$ cat src/rtl/tx_icmp_reply.sv
// ICMP echo-reply transmitter.
//
// Captures the identification, TTL and echo body that the ICMP receive parser
// streams in. Waits for the parser's trigger, then computes the IPv4 header
// checksum and the ICMP checksum. It then streams a fixed-length
// Ethernet/IPv4/ICMP echo-reply frame, one byte per handshake, to the TX MAC
// arbiter.
//
// Handshake rule (both AXIS ports): a byte moves on a clock edge where
// TVALID && TREADY. A source holds TDATA/TLAST stable while TVALID && !TREADY.
//
// Ports:
//   CLK_125M, SYS_RST          clock, synchronous active-high reset
//   TRIG_TX_ICMP               parser trigger (rising edge is acted on)
//   ETH_ICMP_T*                capture stream from the parser (TLAST unused)
//   ETH_ICMP_TUSER             unfolded 16-bit-word sum of the echo body
//   PC_MAC, PC_IP              destination addresses
//   ICMP_TX_T*                 reply byte stream to the MAC arbiter
//   ICMP_TX_BUSY               high from trigger acceptance to last handshake
//   ICMP_TX_DROP               one-cycle pulse per discarded trigger/byte
//   ICMP_DBG_STATE             current FSM state, for observation
module tx_icmp_reply #(
  parameter logic [47:0] FPGA_MAC   = 48'h00D0_0800_0002,
  parameter logic [31:0] FPGA_IP    = 32'hC0A8_006E,
  parameter int          ECHO_BYTES = 36
) (
  input  logic        CLK_125M,
  input  logic        SYS_RST,
  input  logic        TRIG_TX_ICMP,
  input  logic        ETH_ICMP_TVALID,
  output logic        ETH_ICMP_TREADY,
  input  logic        ETH_ICMP_TLAST,
  input  logic [7:0]  ETH_ICMP_TDATA,
  input  logic [31:0] ETH_ICMP_TUSER,
  input  logic [47:0] PC_MAC,
  input  logic [31:0] PC_IP,
  output logic [7:0]  ICMP_TX_TDATA,
  output logic        ICMP_TX_TVALID,
  input  logic        ICMP_TX_TREADY,
  output logic        ICMP_TX_TLAST,
  output logic        ICMP_TX_BUSY,
  output logic        ICMP_TX_DROP,
  output logic [1:0]  ICMP_DBG_STATE
);

  localparam int          CAP_LEN   = 3 + ECHO_BYTES;
  localparam int          FRAME_LEN = 38 + ECHO_BYTES;
  localparam int          CNT_W     = $clog2(CAP_LEN + 1);
  localparam int          IDX_W     = $clog2(CAP_LEN);
  localparam int          K_W       = $clog2(FRAME_LEN);
  localparam logic [15:0] IP_LEN    = 16'(20 + 4 + ECHO_BYTES);

  typedef enum logic [1:0] {
    S_IDLE  = 2'd0,
    S_CALC1 = 2'd1,
    S_CALC2 = 2'd2,
    S_SEND  = 2'd3
  } state_t;

  state_t             state_q, state_d;
  logic [CNT_W-1:0]   cnt_q;
  logic [K_W-1:0]     k_q;
  logic               trig_prev_q;
  logic               drop_q;
  logic [31:0]        tuser_q;
  logic [47:0]        mac_q;
  logic [31:0]        ip_q;
  logic [31:0]        ip_sum_q, icmp_sum_q;
  logic [15:0]        ip_cs_q, icmp_cs_q;
  logic [7:0]         cap_mem [0:CAP_LEN-1];

  logic               trig_edge, cap_fire, cap_store, cap_full, send_fire;
  logic               last_byte;
  logic [7:0]         tx_byte;
  logic [31:0]        k_i;
  logic [IDX_W-1:0]   body_idx;
  logic               unused_tlast;

  // Capture length is count based, so the parser's TLAST carries no information.
  assign unused_tlast = ETH_ICMP_TLAST;

  // Add upper and lower halves, then fold the carry back in once more.
  function automatic logic [15:0] fold16(input logic [31:0] s);
    logic [16:0] a, b;
    a = {1'b0, s[31:16]} + {1'b0, s[15:0]};
    b = {1'b0, a[15:0]} + {16'h0, a[16]};
    return b[15:0];
  endfunction

  assign trig_edge = TRIG_TX_ICMP && !trig_prev_q;
  assign cap_fire  = (state_q == S_IDLE) && ETH_ICMP_TVALID && !SYS_RST;
  assign cap_store = cap_fire && (cnt_q < CNT_W'(CAP_LEN));
  // A final byte arriving with the trigger edge counts toward a full capture.
  assign cap_full  = (cnt_q == CNT_W'(CAP_LEN)) ||
                     (cap_store && (cnt_q == CNT_W'(CAP_LEN - 1)));
  assign last_byte = (k_q == K_W'(FRAME_LEN - 1));
  assign send_fire = (state_q == S_SEND) && ICMP_TX_TREADY;

  assign ICMP_TX_DROP   = drop_q;
  assign ICMP_TX_TDATA  = tx_byte;
  assign ICMP_DBG_STATE = state_q;

  always_comb begin
    state_d         = state_q;
    ETH_ICMP_TREADY = 1'b0;
    ICMP_TX_TVALID  = 1'b0;
    ICMP_TX_TLAST   = 1'b0;
    ICMP_TX_BUSY    = 1'b0;
    case (state_q)
      S_IDLE: begin
        ETH_ICMP_TREADY = !SYS_RST;
        if (trig_edge && cap_full) state_d = S_CALC1;
      end
      S_CALC1: begin
        ICMP_TX_BUSY = 1'b1;
        state_d      = S_CALC2;
      end
      S_CALC2: begin
        ICMP_TX_BUSY = 1'b1;
        state_d      = S_SEND;
      end
      S_SEND: begin
        ICMP_TX_BUSY   = 1'b1;
        ICMP_TX_TVALID = 1'b1;
        ICMP_TX_TLAST  = last_byte;
        if (send_fire && last_byte) state_d = S_IDLE;
      end
      default: state_d = S_IDLE;
    endcase
  end

  // Reply byte selected by frame index; zero outside SEND.
  always_comb begin
    tx_byte  = 8'h00;
    k_i      = 32'(k_q);
    body_idx = IDX_W'(k_q - K_W'(35));
    case (k_i)
      0:  tx_byte = mac_q[47:40];
      1:  tx_byte = mac_q[39:32];
      2:  tx_byte = mac_q[31:24];
      3:  tx_byte = mac_q[23:16];
      4:  tx_byte = mac_q[15:8];
      5:  tx_byte = mac_q[7:0];
      6:  tx_byte = FPGA_MAC[47:40];
      7:  tx_byte = FPGA_MAC[39:32];
      8:  tx_byte = FPGA_MAC[31:24];
      9:  tx_byte = FPGA_MAC[23:16];
      10: tx_byte = FPGA_MAC[15:8];
      11: tx_byte = FPGA_MAC[7:0];
      12: tx_byte = 8'h08;
      13: tx_byte = 8'h00;
      14: tx_byte = 8'h45;
      15: tx_byte = 8'h00;
      16: tx_byte = IP_LEN[15:8];
      17: tx_byte = IP_LEN[7:0];
      18: tx_byte = cap_mem[0];
      19: tx_byte = cap_mem[1];
      20: tx_byte = 8'h00;
      21: tx_byte = 8'h00;
      22: tx_byte = cap_mem[2];
      23: tx_byte = 8'h01;
      24: tx_byte = ip_cs_q[15:8];
      25: tx_byte = ip_cs_q[7:0];
      26: tx_byte = FPGA_IP[31:24];
      27: tx_byte = FPGA_IP[23:16];
      28: tx_byte = FPGA_IP[15:8];
      29: tx_byte = FPGA_IP[7:0];
      30: tx_byte = ip_q[31:24];
      31: tx_byte = ip_q[23:16];
      32: tx_byte = ip_q[15:8];
      33: tx_byte = ip_q[7:0];
      34: tx_byte = 8'h00;
      35: tx_byte = 8'h00;
      36: tx_byte = icmp_cs_q[15:8];
      37: tx_byte = icmp_cs_q[7:0];
      default: begin
        // Echo body starts at capture index 3, frame index 38.
        if (k_i >= 32'd38 && k_i < 32'(FRAME_LEN)) tx_byte = cap_mem[body_idx];
      end
    endcase
    if (state_q != S_SEND) tx_byte = 8'h00;
  end

  always_ff @(posedge CLK_125M) begin
    if (cap_store) cap_mem[IDX_W'(cnt_q)] <= ETH_ICMP_TDATA;
  end

  always_ff @(posedge CLK_125M) begin
    if (SYS_RST) begin
      state_q     <= S_IDLE;
      cnt_q       <= '0;
      k_q         <= '0;
      trig_prev_q <= 1'b0;
      drop_q      <= 1'b0;
      tuser_q     <= '0;
      mac_q       <= '0;
      ip_q        <= '0;
      ip_sum_q    <= '0;
      icmp_sum_q  <= '0;
      ip_cs_q     <= '0;
      icmp_cs_q   <= '0;
    end else begin
      state_q     <= state_d;
      trig_prev_q <= TRIG_TX_ICMP;
      drop_q      <= 1'b0;
      case (state_q)
        S_IDLE: begin
          k_q <= '0;
          if (cap_store) cnt_q <= cnt_q + CNT_W'(1);
          if (trig_edge) begin
            tuser_q <= ETH_ICMP_TUSER;
            mac_q   <= PC_MAC;
            ip_q    <= PC_IP;
            if (!cap_full) begin
              drop_q <= 1'b1;
              cnt_q  <= '0;
            end
          end
        end
        S_CALC1: begin
          icmp_sum_q <= {16'h0, fold16(tuser_q)} + 32'h0000_0000;
          ip_sum_q   <= 32'h0000_4500 + {16'h0, IP_LEN}
                      + {16'h0, cap_mem[0], cap_mem[1]} + 32'h0000_0000
                      + {16'h0, cap_mem[2], 8'h01}
                      + {16'h0, FPGA_IP[31:16]} + {16'h0, FPGA_IP[15:0]}
                      + {16'h0, ip_q[31:16]} + {16'h0, ip_q[15:0]};
        end
        S_CALC2: begin
          ip_cs_q   <= ~fold16(ip_sum_q);
          icmp_cs_q <= ~fold16(icmp_sum_q);
          cnt_q     <= '0;
        end
        S_SEND: begin
          if (send_fire) k_q <= last_byte ? '0 : k_q + K_W'(1);
        end
        default: ;
      endcase
      // Anything arriving while a reply is in flight is thrown away.
      if (state_q != S_IDLE && (ETH_ICMP_TVALID || trig_edge)) drop_q <= 1'b1;
    end
  end

endmodule

$ cat config.mk
export PLATFORM = sky130hd
export DESIGN_NAME = tx_icmp_reply
export DESIGN_NICKNAME = d
export VERILOG_FILES = /design/src/rtl/tx_icmp_reply.sv
export SDC_FILE = /design/constraint.sdc
export NUM_CORES = 1
export LEC_CHECK = 0
export ABC_CLOCK_PERIOD_IN_PS = 6500
export CORE_AREA = 2 2 214 216
export CTS_BUF_LIST = sky130_fd_sc_hd__clkbuf_8
export DETAILED_ROUTE_END_ITERATION = 12
export DIE_AREA = 0 0 216 218
export PLACE_DENSITY = 0.85
export SETUP_SLACK_MARGIN = 0.1
export SLEW_MARGIN = 5
export SYNTH_ARGS = -nofsm -noshare
export SYNTH_HDL_FRONTEND = slang
export SYNTH_SLANG_ARGS = --single-unit
$ cat constraint.sdc
create_clock -name CLK_125M -period 6.5 [get_ports CLK_125M]
set_input_delay 0.65 -clock CLK_125M [delete_from_list [all_inputs] [get_ports CLK_125M]]
set_output_delay 0.65 -clock CLK_125M [all_outputs]
set_load 0.02 [all_outputs]
==> results.sh <==
export IMPL_cts_sinks=516
export IMPL_status="complete, no violations"
export IMPL_synth_top_family_by_area="simple AND/OR/NAND/NOR gates"
export IMPL_nNetsFinal=2397
export IMPL_area_delta_synth_final_pct=14.7
export IMPL_clk_latency_ns=0.67
export IMPL_io_pin_count=141
export IMPL_n_antenna_cell=0
export IMPL_grt_usage_pct=27.9
export IMPL_grt_pass1_vias=17206
export IMPL_yosysWarnings=0
export IMPL_endpoint="ICMP_TX_TDATA[7]"
export IMPL_vias=17273
export IMPL_post_drt_wl_per_cell_um=23.0
export IMPL_die_w_um=216
export IMPL_crit_slowest_cell="ha_4"
export IMPL_clockRootBuffer="clkbuf_8"
export IMPL_finalCritPeriodShare_pct=83.2
export IMPL_drive_gt1_share_pct=12.5
export IMPL_cp_arrival_ns=4.76
export IMPL_synth_seq_cells=516
export IMPL_grt_max_degree=113
export IMPL_syn_area_um2=24300
export IMPL_crit_required_ns=5.85
export IMPL_vias_per_cell=6.08
export IMPL_cap_viol_max_count=0
export IMPL_yosys_mux_area_fraction_pct=10.1
export IMPL_clk_pin_slew_ns=0.07
export IMPL_place_ws_ns=1.81
export IMPL_fin_worst_skew_ns=0.0307
export IMPL_drc=0
export IMPL_synth_most_common_cell="edfxtp_1"
export IMPL_slew_headroom_pct=18.5
export IMPL_synth_xor_area_share_pct=1.84
export IMPL_synth_commonest_cells="edfxtp_1 (320), nand2_1 (278), dfxtp_1 (196)"
export IMPL_fp_dieH_um=218
export IMPL_cts_tree="yes"
export IMPL_synth_adder_area_share_pct=5.95
export IMPL_rsz0062_at_grt="no"
export IMPL_cts_resized=0
export IMPL_slowest_delay_ns=0.64
export IMPL_post_cts_buffers=0
export IMPL_routabilityCongestion=0.971
export IMPL_first_pass_iters=5
export IMPL_r2r_setup_slack_ns=2.05
export IMPL_core_area_um2=44900
export IMPL_fp_dieArea_um2=47100
export IMPL_htree_levels=3
export IMPL_finalWorstSetupSlack_ns=1.09
export IMPL_rows=78
export IMPL_fmax_ghz=0.185
export IMPL_synth_area_leader_cell="edfxtp_1"
export IMPL_dr_first_iter_drc_count=1900
export IMPL_grt_ovfl_total=0
export IMPL_yosysTopAreaCellShare_pct=39.5
export IMPL_worstSetupEndpointType="output port"
export IMPL_numPortBuffers=139
export IMPL_place_hpwl_um=45700
export IMPL_synthSimpleGateAreaFrac_pct=12.2
export IMPL_p_per_area_nw_per_um2=289
export IMPL_cts_hold_buf=0
export IMPL_netlist_instances=2044
export IMPL_antenna_found_initial=1
export IMPL_reg2reg_from="tuser_q[0]$_SDFFE_PP0P_"
export IMPL_ant_nets=0
export IMPL_syn_num_nets=2270
export IMPL_cp_common_cell="mux4_2"
export IMPL_slew_violations=0
export IMPL_synth_edf_count=320
export IMPL_crit_buf_inv=3
export IMPL_synthTopCellsByArea="edfxtp_1 (40%), dfxtp_1 (16%), mux4_2 (8.9%)"
export IMPL_worstMarginPinSlew_ns=1.19
export IMPL_ir_worst_vdd_uv=224
export IMPL_ys_async_sr_fraction_pct=0
export IMPL_worstHoldPathType="in -> reg"
export IMPL_tns_ns=0
export IMPL_crit_family="multiplexers"
export IMPL_start_util_pct=54.1
export IMPL_syn_avg_cell_area_um2=11.9
export IMPL_wirelength_um=65200
export IMPL_crit_path_start="k_q[1]$_SDFFE_PP0P_"
export IMPL_grt_first_pass_wirelength_um=99300
export IMPL_cp_num_cells=10
export IMPL_path_cells="inv_1 > ha_4 > buf_4 > mux4_2 > mux4_2 > mux2i_1 > a21oi_1 > a211oi_1 > nor2_1 > clkdlybuf4s50_1"
export IMPL_worstPathMaxFanout=35
export IMPL_rr_worst_depth=17
export IMPL_critPathKind="reg -> out"
export IMPL_cts_buffers=83
export IMPL_setup_violations=0
export IMPL_yosysSeqAreaShare_pct=55.7
export IMPL_final_util_pct=62.1
export IMPL_synth_compound_area_share_pct=10.7
export IMPL_p_leak_uw=0.00965
export IMPL_r2r_end="icmp_sum_q[15]$_SDFFE_PP0N_"
export IMPL_synthDistinctLibCells=87
export IMPL_synth_ff_type="edfxtp_1"
export IMPL_hold_viol_final=0
export IMPL_critPathLaunchType="flip-flop"
export IMPL_period_minus_slack_ns=5.41
export IMPL_cts_buffer_depth=3
[through the flow]
step	hold slack (ns)	area [um2]	cells	total power (uW)
5_1_grt	0.341	27900	2841	8390
2_1_floorplan	0.432	24300	2044	4780
6_report	0.359	27900	2841	8060
4_1_cts	0.303	27900	2841	8080
3_3_place_gp	0.445	26200	2686	5210
3_5_place_dp	0.449	26200	2686	5250
[sequential cells by signal, indices dropped and copies added, names as in the netlist]
| signal | count |
|---|---|
| ICMP_TX_DROP | 1 |
| mac_q | 48 |
| ip_sum_q | 19 |
| cap_mem | 320 |
| ICMP_DBG_STATE | 2 |
| ip_q | 32 |
| trig_prev_q | 1 |
| ip_cs_q | 16 |
| icmp_cs_q | 16 |
| cnt_q | 6 |
| icmp_sum_q | 16 |
| tuser_q | 32 |
| k_q | 7 |
[cell families (layout without fill, tap and decap cells)]
group	count (synthesis)	after routing
AOI/OAI and AO/OA	396	396
xor gates and xnor gates	51	51
adders and majority gates	100	100
buffers and inverters	204	401
DFF	516	516
muxes	126	126
and+or+nand+nor	651	651
[worst register-to-register path, cell delays in order (launching register included)]
cell	delay (ns)
dfxtp_1	0.34
ha_1	0.21
inv_1	0.07
fa_1	0.44
nor2b_4	0.17
o31ai_2	0.12
a21oi_1	0.28
a211oi_1	0.12
or3_1	0.38
o21ai_0	0.20
a21o_1	0.19
ha_1	0.17
and3_1	0.18
nand4_1	0.29
nor4_4	0.33
nand2_2	0.11
or4_1	0.49
a311oi_1	0.26
[placed cells by master (no fill, tap or decap), drive strengths merged, types with 28 or more instances in the layout]
cell type and n:
a211oi 39, a21oi 172, a22oi 28, clkbuf 93, clkdlybuf4s50 138, clkinv 32, dfxtp 196, edfxtp 320
ha 74, inv 106, mux4 96, nand2 279, nand3 35, nor2 178, nor3 33, o21ai 35
xnor2 36
[where the power goes]
part	internal, uW	switching, uW
clock network	1500	1340
logic	584	865
registers	3620	147
total	5700	2350
[area by class of cell]
class                      instances  area, um2
tap                              600        751
fill                            3382      17000
sequential                       516      13500
clock buffer                      93       1280
timing repair buffer             165       1600
clock inverter                    62        432
multi-input combinational       1324       9970
inverter                          81        304
[worst min-delay path by stage]
stage | cells past startpoint | endpoint | from
2_1_floorplan | 2 | mac_q[30]$_SDFFE_PP0P_ | mac_q[30]$_SDFFE_PP0P_
3_3_place_gp | 2 | mac_q[29]$_SDFFE_PP0P_ | mac_q[29]$_SDFFE_PP0P_
3_5_place_dp | 2 | mac_q[31]$_SDFFE_PP0P_ | mac_q[31]$_SDFFE_PP0P_
4_1_cts | 2 | icmp_sum_q[0]$_SDFFE_PP0N_ | SYS_RST
5_1_grt | 2 | icmp_sum_q[0]$_SDFFE_PP0N_ | SYS_RST
6_report | 2 | icmp_sum_q[1]$_SDFFE_PP0N_ | SYS_RST
[per-layer routing]
layer  global-route usage [%]  wire [um]
met3                     4.92       4820
met5                        0         13
met2                     47.1      32000
met4                     12.1       2810
met1                     35.5      25500
No activity file was read; power rests on OpenSTA's default activity.
